**config.mk**
```make
export PLATFORM = sky130hd
export DESIGN_NAME = mul_operand_sequencer
export DESIGN_NICKNAME = d
export VERILOG_FILES = /design/src/rtl/mul_operand_sequencer.sv
export SDC_FILE = /design/constraint.sdc
export NUM_CORES = 1
export LEC_CHECK = 0
export CAP_MARGIN = 20
export CORE_UTILIZATION = 35
export DETAILED_ROUTE_END_ITERATION = 10
export SLEW_MARGIN = 0
export SYNTH_ARGS = -nofsm -noshare
export SYNTH_HDL_FRONTEND = slang
export SYNTH_SLANG_ARGS = --single-unit
```
**constraint.sdc**
```tcl
create_clock -name clk -period 6.8 [get_ports clk]
set_input_delay 0.68 -clock clk [delete_from_list [all_inputs] [get_ports clk]]
set_output_delay 0.68 -clock clk [all_outputs]
set_load 0.01 [all_outputs]
```
**src/rtl/mul_operand_sequencer.sv**
```systemverilog
// Operand-pair FIFO and load sequencer for the repeated-addition multiplier.
// Optional build macro MUL_SEQ_SWAP_EN: run the smaller operand as iteration count.
module mul_operand_sequencer #(
  parameter int WIDTH      = 16,
  parameter int FIFO_DEPTH = 4
) (
  input  logic             clk,
  input  logic             rst_n,
  input  logic             in_valid,
  output logic             in_ready,
  input  logic [WIDTH-1:0] in_a,
  input  logic [WIDTH-1:0] in_b,
  output logic             mul_start,
  output logic [WIDTH-1:0] mul_data,
  input  logic             mul_done,
  input  logic [WIDTH-1:0] mul_prod,
  output logic             res_valid,
  input  logic             res_ready,
  output logic [WIDTH-1:0] res_prod,
  output logic             busy
);

  localparam int AW = $clog2(FIFO_DEPTH);
  localparam logic [AW:0] FULL_CNT = (AW+1)'(FIFO_DEPTH);

  typedef enum logic [2:0] {
    IDLE,
    START,
    LOAD_A,
    LOAD_B,
    WAIT,
    RESP
  } state_t;

  state_t state;

  logic [WIDTH-1:0] fifo_a [FIFO_DEPTH];
  logic [WIDTH-1:0] fifo_b [FIFO_DEPTH];
  logic [AW-1:0]    wr_ptr;
  logic [AW-1:0]    rd_ptr;
  logic [AW:0]      count;
  logic [WIDTH-1:0] op_a;
  logic [WIDTH-1:0] op_b;
  logic [WIDTH-1:0] head_a;
  logic [WIDTH-1:0] head_b;
  logic [WIDTH-1:0] pop_a;
  logic [WIDTH-1:0] pop_b;
  logic             empty;
  logic             full;
  logic             push;
  logic             pop;

  assign head_a = fifo_a[rd_ptr];
  assign head_b = fifo_b[rd_ptr];
  assign empty  = (count == '0);
  assign full   = (count == FULL_CNT);

  // pop depends only on registered state, so in_ready has no input path
  assign pop      = (state == IDLE) && !empty && !res_valid;
  assign in_ready = !full || pop;
  assign push     = in_valid && in_ready;
  assign busy     = (state != IDLE) || !empty;

`ifdef MUL_SEQ_SWAP_EN
  logic swap;
  assign swap  = (head_b > head_a);
  assign pop_a = swap ? head_b : head_a;
  assign pop_b = swap ? head_a : head_b;
`else
  assign pop_a = head_a;
  assign pop_b = head_b;
`endif

  // Pair storage; contents are don't-care while the slot is unoccupied
  always_ff @(posedge clk) begin
    if (push) begin
      fifo_a[wr_ptr] <= in_a;
      fifo_b[wr_ptr] <= in_b;
    end
  end

  // FIFO pointers and occupancy
  always_ff @(posedge clk or negedge rst_n) begin
    if (!rst_n) begin
      wr_ptr <= '0;
      rd_ptr <= '0;
      count  <= '0;
    end else begin
      if (push) wr_ptr <= wr_ptr + 1'b1;
      if (pop)  rd_ptr <= rd_ptr + 1'b1;
      unique case ({push, pop})
        2'b10:   count <= count + 1'b1;
        2'b01:   count <= count - 1'b1;
        default: count <= count;
      endcase
    end
  end

  // Job sequencer with registered multiplier and result outputs
  always_ff @(posedge clk or negedge rst_n) begin
    if (!rst_n) begin
      state     <= IDLE;
      op_a      <= '0;
      op_b      <= '0;
      mul_start <= 1'b0;
      mul_data  <= '0;
      res_valid <= 1'b0;
      res_prod  <= '0;
    end else begin
      unique case (state)
        IDLE: begin
          if (pop) begin
            op_a      <= pop_a;
            op_b      <= pop_b;
            mul_start <= 1'b1;
            mul_data  <= '0;
            state     <= START;
          end
        end
        START: begin
          mul_start <= 1'b0;
          mul_data  <= op_a;
          state     <= LOAD_A;
        end
        LOAD_A: begin
          mul_data <= op_b;
          state    <= LOAD_B;
        end
        LOAD_B: begin
          state <= WAIT;
        end
        WAIT: begin
          if (mul_done) begin
            res_prod  <= mul_prod;
            res_valid <= 1'b1;
            state     <= RESP;
          end
        end
        RESP: begin
          if (res_ready) begin
            res_valid <= 1'b0;
            state     <= IDLE;
          end
        end
        default: state <= IDLE;
      endcase
    end
  end

endmodule
```
* After elaboration in Yosys (flattened, before gate mapping) *
Memories as Yosys holds them, arrays and structs flattened. A register that Yosys moved wholly into a read port is not among the register bits.
Index checks and enable logic that the tools add are counted.
W data, S select, Z words.

word-level totals
  RAM bits = 128
  output and inout bits = 36
  input port bits = 53
  register bits after elaboration = 44
  word-level logic and storage cells = 62
  latch bits = 0
  memories kept = 2
  memory bits (read-only) = 0

operators by class
  reductions and logical operators = 23
  div/mod/pow operators = 0
  equal/unequal tests = 11
  mux-type cells = 14
  $mul = 0
  add/sub/neg operators = 4
  shift-type cells = 0
  bitwise gates (word level) = 0
  magnitude comparators = 0

memories
  memory  words  bits a word  read ports  clocked after Yosys merged registers in  wr ports  RTL line  text
  fifo_a  4      16           1           1                                        1         37        logic [WIDTH-1:0] fifo_a [FIFO_DEPTH];
  fifo_b  4      16           1           1                                        1         38        logic [WIDTH-1:0] fifo_b [FIFO_DEPTH];

operator list
  kind                   count
  $pmux W16 S3           1
  $pmux W3 S6            1
  $mux W16               1
  $eq A3 B3 Y1 const B   3
  $mux W3                3
  $reduce_and A2 Y1      4
  $eq A3 B2 Y1 const B   2
  $logic_not A3 Y1       2
  $ne A2 B2 Y1 const B   3
  $pmux W3 S2            1
  $reduce_and A3 Y1      2
  $reduce_bool A2 Y1     3
  $reduce_bool A3 Y1     2
  $logic_not A1 Y1       5
  $mux W1                5
  $add A2 B1 Y2 const B  2
  $pmux W1 S2            2
  $add A3 B1 Y3 const B  1
  $eq A3 B1 Y1 const B   1
  $logic_and A1 B1 Y1    3
  $sub A3 B1 Y3 const B  1
  $eq A2 B1 Y1 const B   1
  $eq A2 B2 Y1 const B   1
  $logic_or A1 B1 Y1     2

* Logic depth before layout (Yosys ltp) *
  depth in word-level cells = 8
  gate-level depth with buffers = 11

* Least setup slack after synthesis *
OpenSTA, ideal clock, no wires.

  path kind = flip-flop to flip-flop
  start = register state[1]
  end = memory fifo_a[0][0] (enable)
  arrival = 2.181 ns
  cell stages (with the launch flop) = 5
  setup slack = 4.227 ns
  library setup time = 0.392 ns
  path through = dfrtp_1 buf_6 or4_4 a31oi_4 and2_1

between the ends
  word-level cells in the longest chain between the ends = 7

ends and longest elaborated chain
  item                               RTL line  text
  start, declared                    35        state_t state;
  start signal, assigned             102       state <= IDLE;
  start signal, assigned             117       state <= START;
  start signal, assigned             123       state <= LOAD_A;
  $logic_not A3 Y1                   59        assign pop = (state == IDLE) && !empty && !res_valid;
  $logic_and A1 B1 Y1 (2 in series)  59
  $logic_or A1 B1 Y1                 60        assign in_ready = !full || pop;
  $logic_and A1 B1 Y1                61        assign push = in_valid && in_ready;
  $mux W1                            76        if (push) begin
  $mux W1 (not written as such)      77        fifo_a[wr_ptr] <= in_a;
  end, declared                      37

No other way between the ends.

* Worst setup path after layout *
  start = register state[2]
  end = output port in_ready

between the ends
  word-level cells in the longest chain between the ends = 4

ends and longest elaborated chain
  item                               RTL line  text
  $logic_not A3 Y1                   59
  $logic_and A1 B1 Y1 (2 in series)  59
  $logic_or A1 B1 Y1                 60
  end, declared                      10        output logic in_ready,

No other way between the ends.

==> impl_metrics.ini <==
[run_status]
status = completed

[critical_path]
end_kind = output port
crit_end = in_ready
r2r_cells = 4
reg2reg_from = state[2]$_DFFE_PN0P_
r2r_end = fifo_a[0][3]$_DFFE_PP_
path_class = reg -> out
reg2reg_slack_ps = 4110
cpPeakStageDelay_ps = 740
worstPathRequired_ps = 6120
cp-start-kind = flip-flop
cp_max_fo = 29
crit_family = flip-flops
path_cells = or4_4 -> nand3_1 -> clkdlybuf4s50_1
critPathSlowestCell = dfrtp_1
path_depth = 3
crit_buf_inv = 1
crit_start = state[2]$_DFFE_PN0P_
worstPathArrival_ps = 2470

[clock_network]
clock_latency_ps = 480
ctsHoldBuffers = 0
cts_setup_buffers = 0
cts_buffers = 21
cts_tree = done
clock_tree.buffer_depth = 3
cts-resized-gates = 0
ctsRootBufferMaster = clkbuf_16
htree_num_levels = 1
clk_pin_slew_ps = 60
clock-sinks = 204

[sta]
grt_setup_unrepaired = no
period_share_pct = 46.4
finalHoldViolCount = 0
setup_viol = 0
drv_slew = 0
max_freq_ghz = 0.317
fin_crit_ps = 3150
clock_skew_ps = 8.93
timing.final.ws_setup_ps = 3650
worst_pin_slew_ps = 1000
slew_headroom_pct = 33.2
fin_setup_tns_ps = 0

[grt]
grt_pass1_wl_um = 23300
grt_pass1_vias = 4232
grt_max_degree = 77
grt_usage_pct = 13.6
grt_overflow = 0
antenna_found_initial = 0

[final_layout]
area_growth_pct = 23.3
finalNetCount = 554
fillers = 1892
drive_above_1_share_pct = 16.3
design_area_um2 = 9650
instances_no_fill = 789
antennaDiodeCount = 0

[routing]
drt_first_pass_iters = 4
routed_wl_um = 14800
viasPerCell = 4.96
ant_nets = 0
drcViolationCount = 0
wire_per_inst_um = 18.8
vias = 3911
drtIter0Drc = 204

[placed_design]
pre_cts_ws_ps = 4110
dpl.hpwl_um = 9200
port_buffers = 88
placed_area_um2 = 9000
gp_congestion = 0.727
dp.cells = 751

[power_and_ir_drop]
switching_share_pct = 28.2
power.internal_uw = 2920
peakVddDrop_uv = 143
p_clk_share_pct = 25.9
p_leak_uw = 0.00350
power.switching_uw = 1150
powerDensity_nw_per_um2 = 422
pwr-share-comb_pct = 26.9
p_seq_share_pct = 47.2
total_power_uw = 4080

[synthesis]
synthCells = 396
yosysWarnings = 0
avgSynthCellArea_um2 = 19.8
ys.flop_type = edfxtp_1
synth-seq-area-share_pct = 73.4
async_flop_share_pct = 37.3
ys_ff_latch = 204
synth_area_um2 = 7830
synth_nets = 455
synth.distinct_cells = 41
synth_edf_count = 128

[job]
cap_violations = 0

[die]
io_pins = 89
die_area_um2 = 23000
initial_utilization_pct = 35.8
die_width_um = 152
fp.dieH_um = 152
rows = 54
core_area_um2 = 21900

[worst_hold_path]
hold_class = in -> async
flip-flops by register name, summed over array words and instances (netlist names):
| register | cells |
|---|---|
| count | 3 |
| fifo_a | 64 |
| fifo_b | 64 |
| mul_data | 16 |
| mul_start | 1 |
| op_a | 16 |
| op_b | 16 |
| rd_ptr | 2 |
| res_prod | 16 |
| res_valid | 1 |
| state | 3 |
| wr_ptr | 2 |
cell type report:
type | instances | area, um^2 | area share (%)
Timing Repair Buffer | 99 | 965 | 9.99
Multi-Input combinational cell | 158 | 1910 | 19.8
Sequential cell | 204 | 5750 | 59.5
Clock inverter | 7 | 58.8 | 0.609
Tap cell | 280 | 350 | 3.63
Inverter | 11 | 41.3 | 0.428
Clock buffer | 30 | 579 | 6.00
Yosys cell counts, types with 2 or more instances:
cell	count	share of area, %
nor2_1	4	0.19
a22oi_1	16	1.5
xor2_1	3	0.34
edfxtp_1	128	49
ha_1	5	0.80
buf_1	3	0.14
and2_1	5	0.40
nor2b_1	2	0.16
o2bb2ai_1	16	1.8
inv_2	3	0.14
inv_1	8	0.38
mux2_1	47	6.8
buf_6	4	0.58
mux4_2	32	9.2
clkbuf_1	7	0.34
dfrtp_1	76	24
buf_2	8	0.51
xnor2_1	4	0.45
mux2i_1	2	0.26
nand3_1	2	0.13
placed cells by master, fill, tap and decap left out, types with 2 or more instances in the layout:
cell type and count:
a22oi_1 16, and2_1 5, buf_4 11, clkbuf_1 7, clkbuf_16 21, clkbuf_8 2, clkdlybuf4s50_1 87, clkinv_2 5
dfrtp_1 75, edfxtp_1 128, ha_1 5, inv_1 8, inv_2 3, mux2_1 47, mux2i_1 2, mux4_2 32
nand3_1 2, nor2_1 4, nor2b_1 2, o2bb2ai_1 16, xnor2_1 4, xor2_1 3
metrics by stage:
stage	util (%)	hold WS, ps
2_1_floorplan	-	384
3_5_place_dp	41.1	475
4_1_cts	44.0	373
5_1_grt	44.1	440
3_3_place_gp	41.1	467
6_report	44.1	357
cells by family after synthesis:
family	Yosys count	synth area share, %
adder cells (fa/ha/maj)	6	1.05
flip-flops	204	73.4
AND/OR/NAND/NOR	21	1.66
XOR/XNOR	7	0.783
multiplexers	83	16.6
buffers and inverters	34	2.19
AO/OA/AOI/OAI	41	4.36
power by group through the flow:
stage	Clock, uW	Combinational (uW)	Sequential (uW)
CTS	1090	1120	1930
finish	1060	1100	1920
global placement	0	1090	1930
detailed placement	0	1120	1960
floorplan	0	705	1880
global route	1130	1200	1970
worst min-delay path by stage:
stage / start / to / slack (ps) / cells after the start
finish: rst_n / mul_data[9]$_DFFE_PN0P_ / 360 / 1
detailed placement: res_prod[2]$_DFFE_PN0P_ / res_prod[2]$_DFFE_PN0P_ / 480 / 1
floorplan: rst_n / count[0]$_DFFE_PN0P_ / 380 / 0
CTS: rst_n / res_valid$_DFFE_PN0P_ / 370 / 1
global placement: res_prod[13]$_DFFE_PN0P_ / res_prod[13]$_DFFE_PN0P_ / 470 / 1
global route: rst_n / res_prod[2]$_DFFE_PN0P_ / 440 / 1
routing by layer:
layer	track usage, %	share of wire, %	vias up
li1	-	-	1761
met1	17.1	43	2032
met2	23.7	50	95
met3	2.87	5.2	23
met4	3.71	1.9	0
met5	0	0	-
Note: power is estimated with default switching activity, not from simulation.
